<file path="config.mk">
export PLATFORM = sky130hd
export DESIGN_NAME = vga_timing_gen
export DESIGN_NICKNAME = d
export VERILOG_FILES = /design/src/rtl/vga_timing_gen.sv
export SDC_FILE = /design/constraint.sdc
export NUM_CORES = 1
export LEC_CHECK = 0
export ABC_AREA = 0
export ABC_CLOCK_PERIOD_IN_PS = 2600
export CAP_MARGIN = 30
export CELL_PAD_IN_SITES_DETAIL_PLACEMENT = 1
export CELL_PAD_IN_SITES_GLOBAL_PLACEMENT = 1
export CORE_UTILIZATION = 43
export CTS_CLUSTER_DIAMETER = 120
export CTS_CLUSTER_SIZE = 30
export DETAILED_ROUTE_END_ITERATION = 7
export GPL_ROUTABILITY_DRIVEN = 1
export PLACE_DENSITY = 0.89
export SYNTH_ARGS = -nofsm -noshare
export SYNTH_HDL_FRONTEND = slang
export SYNTH_SLANG_ARGS = --single-unit
</file>
<file path="constraint.sdc">
create_clock -name clk -period 2.6 [get_ports clk]
set_input_delay 0.52 -clock clk [delete_from_list [all_inputs] [get_ports clk]]
set_output_delay 0.52 -clock clk [all_outputs]
set_load 0.02 [all_outputs]
</file>
<file path="src/rtl/vga_timing_gen.sv">
// vga_timing_gen
//
// Raster timing generator for VGA/SVGA displays. Two free-running counters
// (h_cnt, v_cnt) walk the raster one position per pixel tick; an output
// stage registers the position together with the sync, blanking and strobe
// signals decoded from it, so every output refers to the same (x,y) on the
// same clk.
//
// Ports
//   clk          in   system clock, single domain
//   rst          in   asynchronous active-high reset
//   pix_en       in   pixel tick; raster advances only when high
//   en           in   run enable; low forces idle (counters and outputs cleared)
//   hsync        out  horizontal sync, active level H_SYNC_POL
//   vsync        out  vertical sync, active level V_SYNC_POL
//   video_on     out  current pixel lies in the active area
//   pixel_x      out  horizontal position of the current pixel
//   pixel_y      out  vertical position of the current pixel
//   line_start   out  one-clk strobe at x=0
//   frame_start  out  one-clk strobe at (0,0)
//   vblank_start out  one-clk strobe at (0,V_LINES)
//   frame_count  out  number of frame_start strobes, wrapping

module vga_timing_gen #(
    parameter int H_PIXELS     = 800,
    parameter int H_FRONTPORCH = 40,
    parameter int H_SYNCTIME   = 128,
    parameter int H_BACKPORCH  = 88,
    parameter int V_LINES      = 600,
    parameter int V_FRONTPORCH = 1,
    parameter int V_SYNCTIME   = 4,
    parameter int V_BACKPORCH  = 23,
    parameter bit H_SYNC_POL   = 1'b1,
    parameter bit V_SYNC_POL   = 1'b1,
    parameter int CNT_BITS     = 12,
    parameter int FRAME_BITS   = 8
) (
    input  logic                  clk,
    input  logic                  rst,
    input  logic                  pix_en,
    input  logic                  en,
    output logic                  hsync,
    output logic                  vsync,
    output logic                  video_on,
    output logic [CNT_BITS-1:0]   pixel_x,
    output logic [CNT_BITS-1:0]   pixel_y,
    output logic                  line_start,
    output logic                  frame_start,
    output logic                  vblank_start,
    output logic [FRAME_BITS-1:0] frame_count
);

    localparam int H_TOTAL = H_PIXELS + H_FRONTPORCH + H_SYNCTIME + H_BACKPORCH;
    localparam int V_TOTAL = V_LINES + V_FRONTPORCH + V_SYNCTIME + V_BACKPORCH;

    localparam logic [CNT_BITS-1:0] H_MAX        = CNT_BITS'(H_TOTAL - 1);
    localparam logic [CNT_BITS-1:0] V_MAX        = CNT_BITS'(V_TOTAL - 1);
    localparam logic [CNT_BITS-1:0] H_ACT_END    = CNT_BITS'(H_PIXELS);
    localparam logic [CNT_BITS-1:0] V_ACT_END    = CNT_BITS'(V_LINES);
    localparam logic [CNT_BITS-1:0] H_SYNC_START = CNT_BITS'(H_PIXELS + H_FRONTPORCH);
    localparam logic [CNT_BITS-1:0] H_SYNC_END   = CNT_BITS'(H_PIXELS + H_FRONTPORCH + H_SYNCTIME);
    localparam logic [CNT_BITS-1:0] V_SYNC_START = CNT_BITS'(V_LINES + V_FRONTPORCH);
    localparam logic [CNT_BITS-1:0] V_SYNC_END   = CNT_BITS'(V_LINES + V_FRONTPORCH + V_SYNCTIME);
    localparam logic [CNT_BITS-1:0] CNT_ZERO     = '0;
    localparam logic [FRAME_BITS-1:0] FRAME_ONE  = FRAME_BITS'(1);

    logic [CNT_BITS-1:0] h_cnt_q, h_cnt_d;
    logic [CNT_BITS-1:0] v_cnt_q, v_cnt_d;
    logic                h_wrap;
    logic                h_sync_act, v_sync_act, active_d;
    logic                line_start_d, frame_start_d, vblank_start_d;

    // Next raster position and decode of the current one. The output stage
    // registers the decode of h_cnt_q/v_cnt_q, not of the next position, so
    // pixel_x/pixel_y and every flag describe the same pixel.
    always_comb begin
        h_wrap  = (h_cnt_q == H_MAX);
        h_cnt_d = h_wrap ? CNT_ZERO : h_cnt_q + 1'b1;
        v_cnt_d = v_cnt_q;
        if (h_wrap) begin
            v_cnt_d = (v_cnt_q == V_MAX) ? CNT_ZERO : v_cnt_q + 1'b1;
        end

        h_sync_act     = (h_cnt_q >= H_SYNC_START) && (h_cnt_q < H_SYNC_END);
        v_sync_act     = (v_cnt_q >= V_SYNC_START) && (v_cnt_q < V_SYNC_END);
        active_d       = (h_cnt_q < H_ACT_END) && (v_cnt_q < V_ACT_END);
        line_start_d   = (h_cnt_q == CNT_ZERO);
        frame_start_d  = line_start_d && (v_cnt_q == CNT_ZERO);
        vblank_start_d = line_start_d && (v_cnt_q == V_ACT_END);
    end

    // Priority: reset, then idle (en low, regardless of pix_en), then tick,
    // then hold. Strobes are cleared on every non-tick clk so they last one
    // clk even when pix_en is a slower divided rate.
    always_ff @(posedge clk or posedge rst) begin
        if (rst) begin
            h_cnt_q      <= '0;
            v_cnt_q      <= '0;
            pixel_x      <= '0;
            pixel_y      <= '0;
            hsync        <= ~H_SYNC_POL;
            vsync        <= ~V_SYNC_POL;
            video_on     <= 1'b0;
            line_start   <= 1'b0;
            frame_start  <= 1'b0;
            vblank_start <= 1'b0;
            frame_count  <= '0;
        end else if (!en) begin
            h_cnt_q      <= '0;
            v_cnt_q      <= '0;
            pixel_x      <= '0;
            pixel_y      <= '0;
            hsync        <= ~H_SYNC_POL;
            vsync        <= ~V_SYNC_POL;
            video_on     <= 1'b0;
            line_start   <= 1'b0;
            frame_start  <= 1'b0;
            vblank_start <= 1'b0;
        end else if (pix_en) begin
            h_cnt_q      <= h_cnt_d;
            v_cnt_q      <= v_cnt_d;
            pixel_x      <= h_cnt_q;
            pixel_y      <= v_cnt_q;
            hsync        <= h_sync_act ? H_SYNC_POL : ~H_SYNC_POL;
            vsync        <= v_sync_act ? V_SYNC_POL : ~V_SYNC_POL;
            video_on     <= active_d;
            line_start   <= line_start_d;
            frame_start  <= frame_start_d;
            vblank_start <= vblank_start_d;
            if (frame_start_d) begin
                frame_count <= frame_count + FRAME_ONE;
            end
        end else begin
            line_start   <= 1'b0;
            frame_start  <= 1'b0;
            vblank_start <= 1'b0;
        end
    end

endmodule

</file>
==> reports/qor.csv <==
metric,value,unit
FF-to-FF setup slack,380,ps
fmax,450.0,MHz
DRC,0,
DP HPWL,6119,um
chip height,88.44,um
I/O pin count,42,
Crit path arrival time,2450,ps
setup tns final,0,ps
worst clock skew,8.982,ps
WL final,9217,um
Final Hold Fails,0,
FF-to-FF End,h_cnt_q[8],
DIE AREA,0.007822,mm^2
# port buffers,41,
dpl cell area,0.003741,mm^2
Synth area leader,dfrtp_1,
DIE WIDTH,88.44,um
CP Buf/Inv Count,0,
pre-CTS WS,130.5,ps
slack of the critical path,377.6,ps
leakage,0.001782,uW
Tcrit/Tclk final,85.48,%
register area share after synthesis,48.29,%
final setup fails,0,
max_cap viols,0,
hold depth,1,
CTS Buf Count,9,
Worst EP required,2830,ps
ANT nets after route,0,
clk buf depth,2,
CP Cell Sequence,"ha_1, nand4_1, nor4_1, o311ai_0, o21a_1",
initial antenna violation count,0,
"EDFF count, synth",0,
CP Capture Type,flop,
first-pass GRT wire length,15190,um
initial DRC count,222,
CP peak stage delay,690,ps
Max-slew headroom,51.95,%
Worst-path clk slew,80,ps
GR Util All Layers,25.98,%
Clock Latency Late Sink,350,ps
starting density of the core,44.30,%
asr flop ratio synth,100.0,%
Yosys cell types,53,
Gate Count Post-Synth,324,
commonest cells in the netlist,"dfrtp_1, nor2_1, nand3_1",
r2r startpoint,h_cnt_q[0],
final slew viol count,0,
fin area,0.004016,mm^2
total gr overflow,0,
Antenna diodes,0,
largest cells by area after synthesis,"dfrtp_1, mux2i_1, nand3_1, nor2_1, ha_1",
DR vias,2758,
register area,0.001551,mm^2
core box area,0.007253,mm^2
Synth Area per Inst,9.917,um^2
Pwr Density,631.8,mW/mm^2
cells on worst reg2reg path,5,
area share of the largest cell type after synthesis,48.29,%
Max VDD drop,505.1,uV
CTS root buf,clkbuf_8,
Crit Path Class,reg -> reg,
CTS tree,yes,
layout cell share with drive strength beyond 1,12.43,%
"critical path fanouts, max",7,
Mapped Nets,335,
synth warn,0,
clock tree sinks,62,
status,"complete, no violations",
min-delay src,frame_count[7],
Placer Congestion,0.8304,
number of synthesized register bits,62,
crit-path leading delay family,simple AND/OR/NAND/NOR gates,
nets@finish,376,
Worst Hold Path EP,frame_count[7],
mapped cell area,0.003213,mm^2
Site Rows,31,
H-tree Lvls,3,
Setup crit start kind,flop,
Multi-input gate area,0.001495,mm^2
Avg Vias per Cell,5.881,
vias in the first global route,2921,
min cycle time layout,2222,ps
"slowest stage cell, crit path",nor4_1,
HP Class,reg -> reg,
drt pass-1 iters,4,
unrepaired setup endpoints after global routing,no,
Worst Tran Pin Value,714.2,ps
CP Depth,5,
largest net degree at the start of global routing,63,
WL/cell,19.65,um
most common cell in the netlist,dfrtp_1,
filler cell count in the final layout,807,
area grow syn2layout,25.00,%
Post-CTS Setup Bufs,0,
main flop type after synthesis,dfrtp_1,
==> stage by stage <==
step,hold slack (ps),cells,util [%],total power (uW)
after floorplan,541.9,324,-,1250
after global placement,477.3,453,51.58,1383
after detailed placement,472.9,453,51.58,1395
after CTS,492.9,469,55.29,2546
after global routing,517.8,469,55.37,2623
final,494.7,469,55.37,2538
==> cell families (layout without fill, tap and decap cells) <==
kind of cell	count (synthesis)	in the layout	synth area share, %
adder cells (fa/ha/maj)	7	7	2.726
XOR/XNOR	16	16	4.361
AO/OA/AOI/OAI	25	25	6.036
AND/OR/NAND/NOR	150	150	25.04
multiplexers	26	26	8.178
flip-flops	62	62	48.29
buffers and inverters	38	84	5.374
==> power breakdown <==
group / internal, uW / total (uW) / switching, uW
combinational: 139 / 314 / 175
sequential: 1010 / 1060 / 56.2
clock: 739 / 1160 / 420
total: 1890 / 2540 / 651
==> cell type report <==
| type | count | area share (%) |
|---|---|---|
| timing repair buffer | 55 | 13.15 |
| inverter | 13 | 1.215 |
| clock buffer | 9 | 3.084 |
| sequential | 62 | 38.63 |
| clock inverter | 7 | 3.614 |
| multi-input combinational | 224 | 37.23 |
| tap | 99 | 3.084 |
==> worst max-delay path by stage <==
stage / to / start
finish: h_cnt_q[8] / h_cnt_q[0]
CTS: frame_count[1] / v_cnt_q[1]
floorplan: frame_count[0] / rst
detailed placement: frame_count[1] / pix_en
global placement: frame_count[1] / pix_en
global route: frame_count[1] / v_cnt_q[1]
==> placed cells by master (no fill, tap or decap), drive strengths merged, types with 4 or more instances in the layout <==
master         count
dfrtp             62
clkdlybuf4s50     41
nor2              40
nand3             34
mux2i             24
nand2             15
buf               14
inv               13
nor4              12
nand4             11
nor3              10
xor2              10
clkbuf             9
ha                 7
xnor2              6
o211ai             6
bufinv             4
or3                4
==> state kept, by name (all words and copies together) (netlist names) <==
name          flops
h_cnt_q          12
pixel_x          12
pixel_y          12
v_cnt_q          12
frame_count       8
frame_start       1
hsync             1
line_start        1
vblank_start      1
video_on          1
vsync             1
==> metal layers <==
layer	wire, um	vias to the layer above	track usage, %
li1	-	1235	-
met1	4137	1437	33.37
met2	4609	67	43.01
met3	290	19	4.757
met4	181	0	11.29
met5	0	-	0
==> repair_timing <==
item / CTS / global route
setup endpoints to repair: 0 / 1
gates resized for setup: 0 / 1
hold buffers: 0 / 0
==> worst reg2reg max path, stage by stage (launching register included) <==
cell and delay (ps):
dfrtp_1 490, ha_1 270, nand4_1 270, nor4_1 690, o311ai_0 240, o21a_1 160
Power figures use the tool's default switching activity.
